$ cat src/rtl/instr_issue_window.sv
// Age-ordered collapsing issue window: launches the oldest hazard-free entry each cycle; younger work may pass.
// Accepted entries launch no earlier than the next cycle; a full window refuses input even while launching.
module instr_issue_window #(
  parameter int DEPTH     = 4,
  parameter int NUM_REGS  = 64,
  parameter int PAYLOAD_W = 128,
  parameter int RD_W      = $clog2(NUM_REGS)
) (
  input  logic                         clk_i,
  input  logic                         arst_i,
  input  logic                         clear_i,
  input  logic [PAYLOAD_W-1:0]         in_payload_i,
  input  logic [RD_W-1:0]              in_rd_i,
  input  logic [NUM_REGS-1:0]          in_reg_req_i,
  input  logic                         in_blocking_i,
  input  logic                         in_mem_op_i,
  input  logic                         in_valid_i,
  output logic                         in_ready_o,
  input  logic [NUM_REGS-1:0]          locks_i,
  output logic [PAYLOAD_W-1:0]         out_payload_o,
  output logic [RD_W-1:0]              out_rd_o,
  output logic                         out_valid_o,
  input  logic                         out_ready_i,
  output logic [$clog2(DEPTH+1)-1:0]   count_o
);
  localparam int CNT_W = $clog2(DEPTH + 1);
  localparam int IDX_W = $clog2(DEPTH);

  typedef struct packed {
    logic [PAYLOAD_W-1:0] payload;
    logic [RD_W-1:0]      rd;
    logic [NUM_REGS-1:0]  req;
    logic                 blocking;
    logic                 mem_op;
  } entry_t;

  entry_t              ent_q [DEPTH];
  entry_t              ent_n [DEPTH];
  entry_t              in_ent;
  logic [DEPTH-1:0]    vld_q, vld_n, elig, exp_vld;
  logic [CNT_W-1:0]    count_q, wr_idx;
  logic [NUM_REGS-1:0] own [DEPTH];
  logic [NUM_REGS-1:0] older;
  logic                older_mem, older_blk;
  logic [IDX_W-1:0]    grant;
  logic                launch, accept;

  assign in_ent = '{payload: in_payload_i, rd: in_rd_i, req: in_reg_req_i,
                    blocking: in_blocking_i, mem_op: in_mem_op_i};

  assign in_ready_o = !arst_i && (count_q < CNT_W'(DEPTH));
  assign count_o    = count_q;
  assign accept     = in_valid_i && in_ready_o;
  assign launch     = out_valid_o && out_ready_i;
  assign wr_idx     = count_q - CNT_W'(launch);

  // Each slot is tested against locks plus everything every valid older slot reads or writes.
  always_comb begin
    older     = locks_i;
    older_mem = 1'b0;
    older_blk = 1'b0;
    elig      = '0;
    for (int k = 0; k < DEPTH; k++) begin
      own[k] = ent_q[k].req;
      if (ent_q[k].rd != '0) own[k][ent_q[k].rd] = 1'b1;
      elig[k] = vld_q[k]
             && ((own[k] & older & ~NUM_REGS'(1)) == '0)
             && !(ent_q[k].mem_op && older_mem)
             && !(ent_q[k].blocking && k != 0)
             && !older_blk;
      if (vld_q[k]) begin
        older     = older | own[k];
        older_mem = older_mem | ent_q[k].mem_op;
        older_blk = older_blk | ent_q[k].blocking;
      end
    end
  end

  always_comb begin
    grant = '0;
    for (int k = DEPTH - 1; k >= 0; k--) begin
      if (elig[k]) grant = IDX_W'(k);
    end
  end

  assign out_valid_o   = |elig;
  assign out_payload_o = ent_q[grant].payload;
  assign out_rd_o      = ent_q[grant].rd;

  // Collapse above the launched slot, then append; the append wins on the vacated slot.
  always_comb begin
    for (int k = 0; k < DEPTH; k++) begin
      ent_n[k] = ent_q[k];
      vld_n[k] = vld_q[k];
    end
    for (int k = 0; k < DEPTH - 1; k++) begin
      if (launch && IDX_W'(k) >= grant) begin
        ent_n[k] = ent_q[k+1];
        vld_n[k] = vld_q[k+1];
      end
    end
    if (launch) vld_n[DEPTH-1] = 1'b0;
    for (int k = 0; k < DEPTH; k++) begin
      if (accept && CNT_W'(k) == wr_idx) begin
        ent_n[k] = in_ent;
        vld_n[k] = 1'b1;
      end
    end
  end

  always_ff @(posedge clk_i or posedge arst_i) begin
    if (arst_i) begin
      vld_q   <= '0;
      count_q <= '0;
    end else if (clear_i) begin
      vld_q   <= '0;
      count_q <= '0;
    end else begin
      vld_q   <= vld_n;
      count_q <= count_q + CNT_W'(accept) - CNT_W'(launch);
    end
  end

  always_ff @(posedge clk_i) begin
    ent_q <= ent_n;
  end

  always_comb begin
    exp_vld = '0;
    for (int k = 0; k < DEPTH; k++) exp_vld[k] = (CNT_W'(k) < count_q);
  end

  always @(posedge clk_i) begin
    if (!arst_i) begin
      assert (vld_q == exp_vld);
      assert (count_q <= CNT_W'(DEPTH));
    end
  end
endmodule

$ cat config.mk
export PLATFORM = sky130hd
export DESIGN_NAME = instr_issue_window
export DESIGN_NICKNAME = d
export VERILOG_FILES = /design/src/rtl/instr_issue_window.sv
export SDC_FILE = /design/constraint.sdc
export NUM_CORES = 1
export LEC_CHECK = 0
export CAP_MARGIN = 20
export CORE_UTILIZATION = 45
export DETAILED_ROUTE_END_ITERATION = 16
export PLACE_DENSITY_LB_ADDON = 0.15
export RECOVER_POWER = 25
export SLEW_MARGIN = 5
export SYNTH_ARGS = -nofsm -noshare
export SYNTH_HDL_FRONTEND = slang
export SYNTH_SLANG_ARGS = --single-unit
$ cat constraint.sdc
create_clock -name clk_i -period 26.6 [get_ports clk_i]
set_input_delay 2.66 -clock clk_i [delete_from_list [all_inputs] [get_ports clk_i]]
set_output_delay 2.66 -clock clk_i [all_outputs]
set_load 0.01 [all_outputs]
Word level (Yosys, flattened, before mapping)
Cells that the tools add are included.
W data, S select, Z words.

cells by class
  div/mod/pow operators = 0
  bitwise gates (word level) = 16
  muxes and demuxes = 44
  shift operators = 0
  magnitude comparators = 13
  reduce and logical (&&, ||, !) cells = 57
  eq/ne operators = 3
  add/subtract/negate cells = 3
  multiply operators = 0

operators with widths
  kind                  number
  $mux W200             8
  $mux W64              7
  $or A64 B64 Y64       7
  $bmux W200 S2         1
  $and A64 B64 Y64      4
  $logic_not A64 Y1     4
  $logic_and A1 B1 Y1   30
  $lt A6 B7 Y1 const B  4
  $demux W1 S6          4
  $ge A6 B1 Y1 const B  4
  $reduce_bool A6 Y1    4
  $mux W1               18
  $reduce_bool A3 Y1    4
  $logic_not A1 Y1      10
  $mux W2               4
  $eq A2 B3 Y1 const A  2
  $reduce_bool A2 Y1    3
  $sub A3 B1 Y3         2
  $ge A1 B2 Y1 const A  2
  $mux W4               1
  $or A1 B1 Y1          4
  $reduce_or A4 Y1      1
  $add A3 B1 Y3         1
  $eq A1 B3 Y1 const A  1
  6 further kinds       6

storage, ports and cells
  word-level logic and storage cells = 161
  memories = 0
  flip-flop bits (word level) = 807
  input port bits = 269
  bits in read-only memories = 0
  bits in writable memories = 0
  output and inout port bits = 139
  bits in latches = 0

Depth between registers and ports, before layout
  depth in word-level cells = 27
  mapped depth = 21
  depth with buffers taken out = 17

Worst setup path after synthesis
OpenSTA, ideal clock, no wires.

  path type = input to register
  start point = input locks_i[33]
  end point = register ent_q[0] (netlist name) (enable)
  buffers on the path = 0
  slack = 1.087 ns
  stages = 11
  arrival time = 24.261 ns
  path through = or3b_2 > a211oi_1 > o41a_1 > a2111oi_0 > a31o_2 > and3_1 > or4_1 > and2_1 > ha_1 > ha_1 > nor4_1

on the way
  longest elaborated chain between the ends = 17
  elaborated cells on any way between the ends = 32
  classes of those cells = add/sub (1); eq/ne (1); mux (3); bitwise (7); reduce/logical (20)

RTL lines
  what                     RTL line  source
  start, declared          19        input logic [NUM_REGS-1:0] locks_i,
  $or A64 B64 Y64          72        older = older | own[k];
  $mux W64                 71        if (vld_q[k]) begin
  $or A64 B64 Y64          72
  $mux W64                 71
  $or A64 B64 Y64          72
  $mux W64                 71
  $and A64 B64 Y64         67        && ((own[k] & older & ~NUM_REGS'(1)) == '0)
  $logic_not A64 Y1        67
  (+2 left out)            -
  $logic_and A1 B1 Y1      69        && !(ent_q[k].blocking && k != 0)
  $logic_and A1 B1 Y1      70        && !older_blk;
  $reduce_or A4 Y1 (*)     86        assign out_valid_o = |elig;
  via out_valid_o          22        output logic out_valid_o,
  $logic_and A1 B1 Y1 (*)  54        assign launch = out_valid_o && out_ready_i;
  $sub A3 B1 Y3 (*)        55        assign wr_idx = count_q - CNT_W'(launch);
  $eq A2 B3 Y1 (*)         104       if (accept && CNT_W'(k) == wr_idx) begin
  $logic_and A1 B1 Y1 (*)  104
  end signal, assigned     125       ent_q <= ent_n;
  end, declared            37        entry_t ent_q [DEPTH];

The timed path passes the listed nets; every way through them passes the cells marked *.
A chain may end at the register's enable or synchronous reset.

Final worst setup path
  start point = input locks_i[19]
  end point = register ent_q[168] (netlist name) (enable)

on the way
  longest elaborated chain between the ends = 17
  elaborated cells on any way between the ends = 32
  classes of those cells = add/sub (1); eq/ne (1); mux (3); bitwise (7); reduce/logical (20)

RTL lines
  what                     RTL line  source
  $or A64 B64 Y64          72
  $mux W64                 71
  $or A64 B64 Y64          72
  $mux W64                 71
  $or A64 B64 Y64          72
  $mux W64                 71
  $and A64 B64 Y64         67
  $logic_not A64 Y1        67
  $logic_and A1 B1 Y1      67
  $logic_and A1 B1 Y1      68        && !(ent_q[k].mem_op && older_mem)
  $logic_and A1 B1 Y1      69
  $logic_and A1 B1 Y1      70
  $reduce_or A4 Y1 (*)     86
  $logic_and A1 B1 Y1 (*)  54
  $sub A3 B1 Y3 (*)        55
  $eq A2 B3 Y1 (*)         104
  $logic_and A1 B1 Y1 (*)  104

Mark *: on every way between the ends. The rest lies on a longest branch, timed or not.

==> impl_metrics.xml <==
<?xml version="1.0" encoding="UTF-8"?>
<metrics>
  <group name="logic_synthesis">
    <metric name="post-synth-top-area-cell" unit="">edfxtp_1</metric>
    <metric name="post_synth_main_area_contributors" unit="">edfxtp_1, mux2_2, nand2_1, a211oi_1, o21ai_0</metric>
    <metric name="sequential_to_total_area_share_from_yosys_stat" unit="%">56.49</metric>
    <metric name="synth-async-reset-ratio" unit="%">0.8717</metric>
    <metric name="synthDominantCellAreaShare" unit="%">56.08</metric>
    <metric name="synthesized_netlist_net_count" unit="">3772</metric>
    <metric name="synthesis.instances" unit="">3498</metric>
    <metric name="yosysWarnings" unit="">0</metric>
    <metric name="synth_cell_type_count" unit="">79</metric>
    <metric name="mapped_avg_cell_area" unit="sq um">12.18</metric>
    <metric name="synth-main-ff-cell" unit="">edfxtp_1</metric>
    <metric name="synth.ff_latch_count" unit="">803</metric>
    <metric name="synth.top_cells.by_count" unit="">edfxtp_1, nand2_1, mux2_2, inv_1, o21ai_0</metric>
    <metric name="mappedNetlistArea" unit="sq um">42620</metric>
    <metric name="synth_enable_flop_cells" unit="">796</metric>
    <metric name="yosysMostFrequentCell" unit="">edfxtp_1</metric>
  </group>
  <group name="power">
    <metric name="power" unit="mW">2.986</metric>
    <metric name="power.density" unit="nW/um^2">58.67</metric>
    <metric name="irDropWorstVdd" unit="mV">0.05749</metric>
    <metric name="total_leakage_power" unit="nW">17.68</metric>
  </group>
  <group name="global_route">
    <metric name="grt_max_degree" unit="">195</metric>
    <metric name="grt-ovfl-total" unit="">0</metric>
    <metric name="grt_antenna_before_repair" unit="">42</metric>
    <metric name="first_global_vias" unit="">32359</metric>
    <metric name="global_route_wire_length_before_repair" unit="um">241100</metric>
    <metric name="grt_use_total" unit="%">35.36</metric>
  </group>
  <group name="min_path">
    <metric name="worst_hold_startpoint" unit="">ent_q[10]$_DFFE_PP_</metric>
    <metric name="min_path_type" unit="">flip-flop to flip-flop</metric>
  </group>
  <group name="sta">
    <metric name="max_freq" unit="GHz">0.06634</metric>
    <metric name="period_needed" unit="ns">15.07</metric>
    <metric name="timing.final.max_slew_violations" unit="">402</metric>
    <metric name="hold_viol_final" unit="">0</metric>
    <metric name="rsz0062_at_grt" unit="">false</metric>
    <metric name="timing.final.setup_violations" unit="">0</metric>
    <metric name="tightestPinTransition" unit="ns">9.030</metric>
    <metric name="clock-skew-final" unit="ns">0.02956</metric>
    <metric name="timing.hold.ws" unit="ns">0.5538</metric>
    <metric name="period_share" unit="%">56.67</metric>
    <metric name="timing.max_slew.rel_slack" unit="%">-502.0</metric>
    <metric name="fin_tns_setup" unit="ns">0</metric>
  </group>
  <group name="setup_path">
    <metric name="cp.arrival" unit="ns">15.33</metric>
    <metric name="ff2ff_setup_slack" unit="ns">12.79</metric>
    <metric name="critical_path_peak_fanout" unit="">127</metric>
    <metric name="timing.rr.start" unit="">vld_q[0]$_DFFE_PP0P_</metric>
    <metric name="critical_path.n_buffers_inverters" unit="">3</metric>
    <metric name="max_stage_delay" unit="ns">6.13</metric>
    <metric name="path_class" unit="">input pin to flip-flop</metric>
    <metric name="critPathLaunchType" unit="">input pin</metric>
    <metric name="critPathCaptureType" unit="">flip-flop</metric>
    <metric name="crit_chain" unit="">dlygate4sd3_1 -&gt; a221o_1 -&gt; a211o_1 -&gt; a222oi_1 -&gt; and4bb_1 -&gt; nand4_1 -&gt; nor3_1 -&gt; or4_1 -&gt; and2_0 -&gt; ha_1 -&gt; ha_1 -&gt; nor4_1 -&gt; clkbuf_1 -&gt; buf_4</metric>
    <metric name="worst_path_max_delay_cell" unit="">clkbuf_1</metric>
    <metric name="worstSetupStartpoint" unit="">locks_i[19]</metric>
    <metric name="timing.critical_path.required" unit="ns">26.85</metric>
    <metric name="path_delay_family" unit="">buffers and inverters</metric>
    <metric name="critical-path-top-cell-by-count" unit="">ha_1</metric>
  </group>
  <group name="detailed_routing">
    <metric name="vias_cell" unit="">6.541</metric>
    <metric name="detail_route.drc_violations" unit="">0</metric>
    <metric name="antenna_violating_nets_post_route" unit="">0</metric>
    <metric name="total_via_count_in_the_routed_design" unit="">33678</metric>
    <metric name="wl_per_cell" unit="um">33.55</metric>
    <metric name="drt_iter0_drc" unit="">4134</metric>
    <metric name="detail_route.wirelength" unit="um">172800</metric>
    <metric name="first_pass_iters" unit="">8</metric>
  </group>
  <group name="die">
    <metric name="die-width" unit="um">309.8</metric>
    <metric name="floorplan.initialDensity" unit="%">45.53</metric>
    <metric name="design.die.area" unit="sq um">95950</metric>
    <metric name="boundaryPins" unit="">408</metric>
    <metric name="die-height" unit="um">309.8</metric>
    <metric name="placeableCoreArea" unit="sq um">93610</metric>
    <metric name="row_count" unit="">112</metric>
  </group>
  <group name="placement">
    <metric name="place.port_buffers" unit="">405</metric>
    <metric name="detailed_place.area" unit="sq um">48010</metric>
    <metric name="gp_congestion" unit="">1.069</metric>
    <metric name="place_hpwl" unit="um">117400</metric>
  </group>
  <group name="clock_network">
    <metric name="tritoncts.num_buffers" unit="">89</metric>
    <metric name="clockRootBuffer" unit="">clkbuf_16</metric>
    <metric name="h_tree_lvls" unit="">3</metric>
    <metric name="cts-root-to-sink-buffers" unit="">3</metric>
    <metric name="worst_setup_hold_path_clk_slew" unit="ns">0.06</metric>
    <metric name="post_cts_resize_count" unit="">0</metric>
    <metric name="cts_tree" unit="">yes</metric>
    <metric name="hold_fix_buffers_at_cts" unit="">0</metric>
    <metric name="clock_latency_of_the_later_clocked_register_in_the_worst_skew_pair" unit="ns">0.65</metric>
    <metric name="tritoncts_num_sinks" unit="">803</metric>
    <metric name="post_cts_buffers" unit="">0</metric>
  </group>
  <group name="cells_and_area">
    <metric name="filler_cell_count" unit="">8231</metric>
    <metric name="design.final.nets" unit="">4088</metric>
    <metric name="final_area" unit="sq um">50890</metric>
    <metric name="final_core_utilization" unit="%">54.36</metric>
    <metric name="flow.area_growth_from_synthesis" unit="%">19.40</metric>
    <metric name="layout-drive-gt1-share" unit="%">20.31</metric>
  </group>
  <group name="status">
    <metric name="violations" unit="">capacitance limit, slew limit</metric>
    <metric name="result_of_the_run" unit="">finished, violations left</metric>
  </group>
  <group name="job">
    <metric name="max_cap_violations" unit="">7</metric>
  </group>
</metrics>
## kinds of logic after synthesis
| group | synth area share (%) |
|---|---|
| flops | 56.49 |
| xor+xnor | 0.04111 |
| compound gates | 19.73 |
| buf+inv | 4.721 |
| mux | 10.59 |
| simple gates | 8.258 |
| fa+ha+maj | 0.1644 |
## cell usage in the layout (no fill, tap or decap), types with 15 or more instances in the layout
cell type        synthesis  routed
a211oi_1               177     177
a211oi_2                20      20
a21o_1                  88      88
a21oi_1                110     110
a221o_1                 64      64
a221oi_1                70      69
a221oi_2                41      42
a22o_1                  65      65
buf_4                    6      81
clkbuf_1               184      26
clkbuf_16                0      91
clkdlybuf4s50_1          0     200
clkinv_1                 1      18
clkinv_2                 0      16
dlygate4sd3_1            0     205
edfxtp_1               796     796
inv_1                  208     208
mux2_2                 399     399
nand2_1                416     414
nand3_1                 16      15
nand4_1                 69      69
nor2_1                  26      25
nor4_1                  34      33
o21ai_0                188     186
o21ai_1                 19      19
o22ai_1                141     141
o22ai_2                 60      60
## flip-flops by register name, indices dropped and copies added, names as in the netlist
name and count:
ent_q 796, vld_q 4, count_o 3
## path summary, 6_finish.rpt
check | endpoint | cells after the start
worst min-delay path | ent_q[210]$_DFFE_PP_ | 2
worst max register to register | ent_q[168]$_DFFE_PP_ | 15
worst min register to register | ent_q[210]$_DFFE_PP_ | 2
worst max-delay path | ent_q[168]$_DFFE_PP_ | 14
min in group asynchronous | count_o[2]$_DFF_PP0_ | 2
max in group asynchronous | vld_q[0]$_DFFE_PP0P_ | 2
## stage by stage
stage                     instances  worst slack (ns)
final                          5149             11.53
after global routing           5145             11.19
after CTS                      5132             15.51
after detailed placement       4971             15.55
after global placement         4970             15.43
after floorplan                3498             1.087
## worst min-delay path: cells and delay by family, from the launching register on
kind	cells	cell delay, ns
AND/OR/NAND/NOR	2	0.12
flip-flops	1	0.36
## area by class of cell
cell class                 count  area (sq um)  share of cell area, %
sequential                   803         24080                  47.33
clock buffer                 113          2370                  4.657
clock inverter                48         470.5                 0.9244
tap                         1254          1569                  3.083
inverter                     209         784.5                  1.542
multi-input combinational   2211         16760                  32.93
timing repair buffer         500          4827                  9.485
antenna                       11         27.53                0.05409
## power by group
group	internal, mW	switching [mW]
Combinational	0.129	0.182
Clock	0.709	0.518
Sequential	1.42	0.0237
Total	2.26	0.723
## routing by layer
layer | vias up | GRT usage [%] | wire length (um)
met1 | 16756 | 45.50 | 67210
met2 | 1884 | 54.98 | 78570
li1 | 14487 | - | -
met5 | - | 0.2528 | 305
met3 | 511 | 8.327 | 15490
met4 | 40 | 19.62 | 11170
Power figures use the tool's default switching activity.
